File: config.mk
export PLATFORM = sky130hd
export DESIGN_NAME = boton_evento
export DESIGN_NICKNAME = d
export VERILOG_FILES = /design/src/rtl/boton_evento_pkg.sv /design/src/rtl/boton_evento.sv
export SDC_FILE = /design/constraint.sdc
export NUM_CORES = 1
export LEC_CHECK = 0
export ABC_AREA = 1
export ABC_CLOCK_PERIOD_IN_PS = 1100
export CORE_AREA = 2 2 39 41
export CTS_CLUSTER_DIAMETER = 200
export DETAILED_ROUTE_END_ITERATION = 10
export DIE_AREA = 0 0 41 43
export DONT_BUFFER_PORTS = 1
export GPL_ROUTABILITY_DRIVEN = 0
export GPL_TIMING_DRIVEN = 1
export PLACE_DENSITY_LB_ADDON = 0.12
export SYNTH_ARGS = -nofsm -noshare
export SYNTH_HDL_FRONTEND = slang
export SYNTH_SLANG_ARGS = --single-unit
File: constraint.sdc
create_clock -name clk -period 1.1 [get_ports clk]
set_input_delay 0.11 -clock clk [delete_from_list [all_inputs] [get_ports clk]]
set_output_delay 0.11 -clock clk [all_outputs]
set_load 0.1 [all_outputs]
File: src/rtl/boton_evento_pkg.sv
// boton_evento_pkg
// Shared definitions for the button event classifier.
//   boton_state_e : 2-bit state encoding, also read by the mode state
//                   machine for its debug display (WAIT_REL=0, IDLE=1,
//                   PRESSED=2, LONG_HELD=3).
//   max_int       : elaboration-time helper used to size the shared counter.
package boton_evento_pkg;

    typedef enum logic [1:0] {
        WAIT_REL  = 2'd0,
        IDLE      = 2'd1,
        PRESSED   = 2'd2,
        LONG_HELD = 2'd3
    } boton_state_e;

    function automatic int max_int(input int a, input int b);
        return (a > b) ? a : b;
    endfunction

endpackage

File: src/rtl/boton_evento.sv
// boton_evento
// Turns a debounced button level into single-cycle press events.
// A short press is reported on release, a long press when the hold reaches
// LONG_COUNT cycles; a long press never also produces a short press.
//
// Build option: define BOTON_REPEAT_EN to emit auto-repeat pulses every
// REPEAT_COUNT cycles while a long press is held. Without it repeat_pulse
// is tied low and REPEAT_COUNT only affects counter sizing.
//
// Ports
//   clk          in  : clock, rising edge
//   reset        in  : synchronous reset, active high
//   boton_in     in  : debounced level, 1 = pressed
//   short_pulse  out : one-cycle pulse on release of a short press
//   long_pulse   out : one-cycle pulse when the hold reaches LONG_COUNT
//   repeat_pulse out : one-cycle auto-repeat pulse
//   held         out : 1 while a press is tracked (PRESSED or LONG_HELD)
//
// state     | meaning
// WAIT_REL  | after reset, ignore a button that is already down
// IDLE      | button released, waiting for a press
// PRESSED   | press in progress, counting towards a long press
// LONG_HELD | long press reported, waiting for release (and repeating)
module boton_evento
    import boton_evento_pkg::*;
#(
    parameter int LONG_COUNT   = 5,
    parameter int REPEAT_COUNT = 3
) (
    input  logic clk,
    input  logic reset,
    input  logic boton_in,
    output logic short_pulse,
    output logic long_pulse,
    output logic repeat_pulse,
    output logic held
);

    localparam int CNT_W = $clog2(max_int(LONG_COUNT, REPEAT_COUNT) + 1);
    localparam logic [CNT_W-1:0] LONG_LAST = CNT_W'(LONG_COUNT - 1);
`ifdef BOTON_REPEAT_EN
    localparam logic [CNT_W-1:0] REPEAT_LAST = CNT_W'(REPEAT_COUNT - 1);
`endif

    boton_state_e     state_q;
    logic [CNT_W-1:0] cnt_q;
    logic             short_q;
    logic             long_q;
    logic             repeat_q;

    always_ff @(posedge clk) begin
        if (reset) begin
            state_q  <= WAIT_REL;
            cnt_q    <= '0;
            short_q  <= 1'b0;
            long_q   <= 1'b0;
            repeat_q <= 1'b0;
        end else begin
            short_q  <= 1'b0;
            long_q   <= 1'b0;
            repeat_q <= 1'b0;
            case (state_q)
                WAIT_REL: begin
                    cnt_q <= '0;
                    if (!boton_in) begin
                        state_q <= IDLE;
                    end
                end
                IDLE: begin
                    cnt_q <= '0;
                    if (boton_in) begin
                        state_q <= PRESSED;
                    end
                end
                PRESSED: begin
                    if (!boton_in) begin
                        short_q <= 1'b1;
                        state_q <= IDLE;
                        cnt_q   <= '0;
                    end else if (cnt_q == LONG_LAST) begin
                        long_q  <= 1'b1;
                        state_q <= LONG_HELD;
                        cnt_q   <= '0;
                    end else begin
                        cnt_q <= cnt_q + CNT_W'(1);
                    end
                end
                LONG_HELD: begin
                    if (!boton_in) begin
                        state_q <= IDLE;
                        cnt_q   <= '0;
                    end else begin
`ifdef BOTON_REPEAT_EN
                        if (cnt_q == REPEAT_LAST) begin
                            repeat_q <= 1'b1;
                            cnt_q    <= '0;
                        end else begin
                            cnt_q <= cnt_q + CNT_W'(1);
                        end
`else
                        cnt_q <= '0;
`endif
                    end
                end
                default: begin
                    state_q <= WAIT_REL;
                    cnt_q   <= '0;
                end
            endcase
        end
    end

    assign short_pulse  = short_q;
    assign long_pulse   = long_q;
    assign repeat_pulse = repeat_q;
    // Decoded straight from the state register, so it moves in the same
    // cycle as the pulses.
    assign held         = (state_q == PRESSED) || (state_q == LONG_HELD);

endmodule
### Yosys cells after proc, flatten, opt, wreduce, memory -nomap -nowiden

Cells that the tools add are included.

* flip-flop bits (word level): 7
* bits in latches: 0
* RAM bits: 0
* bits in read-only memories: 0
* input port bits: 3
* output and inout bits: 4
* logic and storage cells: 31
* memories kept: 0

* add/subtract/negate cells: 1
* $mul: 0
* divide/modulo/power cells: 0
* magnitude comparators: 0
* equal/unequal tests: 7
* shift operators: 0
* mux-type cells: 10
* bitwise operators: 2
* reduce and logical (&&, ||, !) cells: 7

Operator list (number)
* 2-bit two-way mux: 4
* 3-bit two-way mux: 2
* 2-bit case mux with 3 select lines: 1
* 3-bit case mux with 2 select lines: 1
* 3-bit OR reduction: 2
* 2-bit == test (second input constant): 2
* 2-bit inequality test (second input constant): 2
* 2-bit OR reduction: 2
* 3-bit by 1-bit adder with 3-bit output (second input constant): 1
* 3-bit == test (second input constant): 1
* 3-bit inequality test (second input constant): 1
* 3-bit AND reduction: 1
* 2-bit by 1-bit == test with 1-bit output (second input constant): 1
* 2-bit zero test: 1
* 1-bit two-way mux: 2
* 1-bit inverter: 2
* 1-bit logical OR: 1

### Logic depth before layout (Yosys ltp)

* depth after elaboration: 4
* gate-level depth with buffers: 7
* depth with buffers taken out: 7

### Worst setup path before layout

Ideal clock, no wire load.

* path kind: reg2out
* from: register state_q[0]
* to: output held
* data arrival time: 1.184 ns
* required time: 0.990 ns
* setup slack: -0.194 ns
* cell stages (with the launch flop): 4
* path buffers: 0
* path through: dfxtp_1 > inv_1 > ha_1 > or2_2

* longest elaborated chain between the ends: 2
* elaborated cells on any way between the ends: 3
* those cells by class: eq/ne: 2; reduce/logical: 1

Ends and longest elaborated chain
* from (decl): line boton_evento.sv:45 `boton_state_e state_q;`
* from (signal assigned): line boton_evento.sv:53 `state_q <= WAIT_REL;`
* from (signal assigned): line boton_evento.sv:66 `state_q <= IDLE;`
* from (signal assigned): line boton_evento.sv:72 `state_q <= PRESSED;`
* 2-bit == test: line boton_evento.sv:118 `assign held = (state_q == PRESSED) || (state_q == LONG_HELD);`
* 1-bit logical OR (*): line boton_evento.sv:118
* to (decl): line boton_evento.sv:36 `output logic held`

Every way passes the cells marked *; elsewhere a longest branch is shown, timed or not.

### Final worst setup path

Ends and elaborated chain as after synthesis.

==> results by group <==
Timing
  – Final Skew: 0.000767 ns
  – Finish-stage setup viols: 4
  – Fin crit share: 1.16
  – Fin. max-slew vios: 0
  – Worst Hold Margin: 0.0209 ns
  – Max Freq: 0.783 GHz
  – Unrepaired setup endpoints after global routing: yes
  – Final hold violations: 0
  – Final worst path period need: 1.28 ns
  – Final WS setup: -0.178 ns

Logic synthesis
  – Sequential share of the synthesized area: 0.375
  – Cell variety after synth: 14
  – Syn Inst Count: 46
  – Yosys warns: 0
  – Mean Syn Cell Area: 8.13 µm²
  – Syn_nets: 56
  – Cell Area, Synth: 374 µm²
  – Yosys reg bits: 7

Drt
  – Vias: 308
  – Uppermost layer routed: met4
  – Iteration-0 DRC count of the detailed router: 1
  – DR WL met3: 24 µm
  – WL final: 784 µm
  – M1 WL: 310 µm
  – Drt wl/cell: 10.9 µm
  – Met2 routed WL: 438 µm
  – Antenna viol nets, final: 0
  – # DRC: 0
  – Vias per cell: 4.28
  – Drt pass-1 iters: 2

Min path
  – Worst hold path class: input pin to flip-flop
  – Hold path cells: 1
  – Min-delay src: boton_in

Status
  – Status: finished, violations left
  – Failing checks: negative setup slack

Clock tree
  – Clock Path Buffers: 2
  – Clock slew at reported path FFs: 0.05 ns
  – TritonCTS clock tree: built
  – Root Driver: clkbuf_4
  – Cts bufs inserted: 3
  – Sink Count: 7
  – Worst-skew pair later-pin latency: 0.25 ns
  – # H-tree levels: 1

Global routing
  – Total track usage: 0.115
  – Vias in the first global route: 312
  – Pin count of the biggest net entering global routing: 8
  – First-pass GRT wire length: 1280 µm
  – Initial antenna violation count: 0
  – GR Overflow Total: 0

Floorplanning
  – Row count: 14
  – Die X: 41 µm
  – Die height: 43 µm
  – Initial Utilization: 0.270
  – Full die area: 1760 µm²
  – Io pins: 7
  – Core area: 1380 µm²

Place
  – Placed Instances: 65
  – Buffers on Ports: 0
  – Detailed placer's ending HPWL: 524 µm
  – Placed inst area: 450 µm²

Layout
  – Fin area: 558 µm²
  – Ant diodes: 0
  – Commonest non-fill, non-tap cell in the layout: nor2_1
  – Most frequent cells in the layout: nor2_1 (8), dfxtp_1 (5), inv_1 (4), nand2_1 (4), buf_4 (4)
  – # nets final: 67
  – P&R area growth vs syn: 49.2%
  – Non-Filler Instances: 72
  – Share of layout cells above drive strength 1: 0.411

Worst setup path
  – CP max stage cell: dfxtp_2
  – CP arrival: 1.17 ns
  – CP Capture Type: output pin
  – Crit path cell chain: inv_2 -> ha_4 -> or2_4
  – Startpoint Class: flip-flop
  – Setup CP Type: flip-flop to output pin
  – Worst Setup SP: state_q[0]$_SDFFE_PP0P_
  – Reg2Reg Depth: 7
  – Critical Path RT: 0.99 ns
  – R2r startpoint: state_q[0]$_SDFFE_PP0P_
  – CP max stage delay: 0.36 ns
  – CP Max Fanout: 3

Job
  – MaxCap Viol Count: 0

Power
  – VDD IR-drop max: 0.913 mV
  – Pwr per Cell Area: 2340 nW/µm²
  – Design Power: 0.00130 W
  – Leakage: 0.228 nW
stage by stage:
step	utilization	setup slack (ns)	TNS [ns]
2_1_floorplan	-	0.00188	0
3_3_place_gp	0.325	-0.0311	-0.0466
3_5_place_dp	0.325	-0.0758	-0.156
4_1_cts	0.394	-0.187	-0.358
5_1_grt	0.403	-0.205	-0.642
6_report	0.403	-0.178	-0.364
critical path, delay by kind of cell (launching register included):
family	cells	cell delay, ns
flip-flops	1	0.36
AND/OR/NAND/NOR	1	0.35
adder cells (fa/ha/maj)	1	0.15
buffers and inverters	1	0.06
routing by layer:
metal | GRT usage | up-vias
met5 | 0 | -
met4 | 0.0800 | 0
met3 | 0.0314 | 2
met2 | 0.191 | 6
met1 | 0.114 | 138
li1 | - | 162
timing repair:
item / CTS / global route
setup endpoints to repair: 3 / 6
buffers inserted: 2 / 0
pin swaps: 7 / 4
hold buffers: 1 / 0
endpoints found under the hold margin: 1 / 0
gates resized for setup: 12 / 2
state kept, by name, summed over array words and instances (netlist names):
name / flops
long_pulse: 1
cnt_q: 3
short_pulse: 1
state_q: 2
final timing paths:
| path | to | slack (ns) |
|---|---|---|
| max | held | -0.18 |
| min | long_pulse$_SDFF_PP0_ | 0.02 |
| max reg2reg | state_q[1]$_SDFFE_PP0P_ | -0.10 |
| min reg2reg | cnt_q[0]$_SDFF_PP0_ | 0.52 |
cell usage after synthesis (all sizes together):
| cell type | n | area [µm²] |
|---|---|---|
| buf | 1 | 7.51 |
| a21oi | 3 | 15.0 |
| ha | 7 | 87.6 |
| xnor2 | 1 | 8.76 |
| o21ai | 1 | 5.00 |
| conb | 1 | 3.75 |
| dfxtp | 7 | 140 |
| nand3 | 3 | 15.0 |
| or2 | 1 | 6.26 |
| nand4 | 1 | 6.26 |
| nand2 | 5 | 18.8 |
| nor3b | 1 | 7.51 |
| inv | 6 | 22.5 |
| nor2 | 8 | 30.0 |
power by group:
group	leakage [nW]	internal [W]	total, W	switching, W
Sequential	0.0579	0.000308	0.000360	0.0000521
Clock	0.0150	0.000139	0.000237	0.0000979
Combinational	0.155	0.000270	0.000708	0.000438
cell type report:
type	instances	area (µm²)
repair buffers	7	80.1
well taps	16	20.0
inverters	6	22.5
flip-flops and latches	7	145
clock buffers	4	26.3
fillers	138	826
multi-input cells	32	264
logic make-up after synthesis:
| logic type | Yosys count | synth area share |
|---|---|---|
| AO/OA/AOI/OAI | 4 | 0.0535 |
| buffers and inverters | 7 | 0.0803 |
| other | 1 | 0.0100 |
| adder cells (fa/ha/maj) | 7 | 0.234 |
| flip-flops | 7 | 0.375 |
| AND/OR/NAND/NOR | 19 | 0.224 |
| XOR/XNOR | 1 | 0.0234 |
No activity file was read; power rests on OpenSTA's default activity.
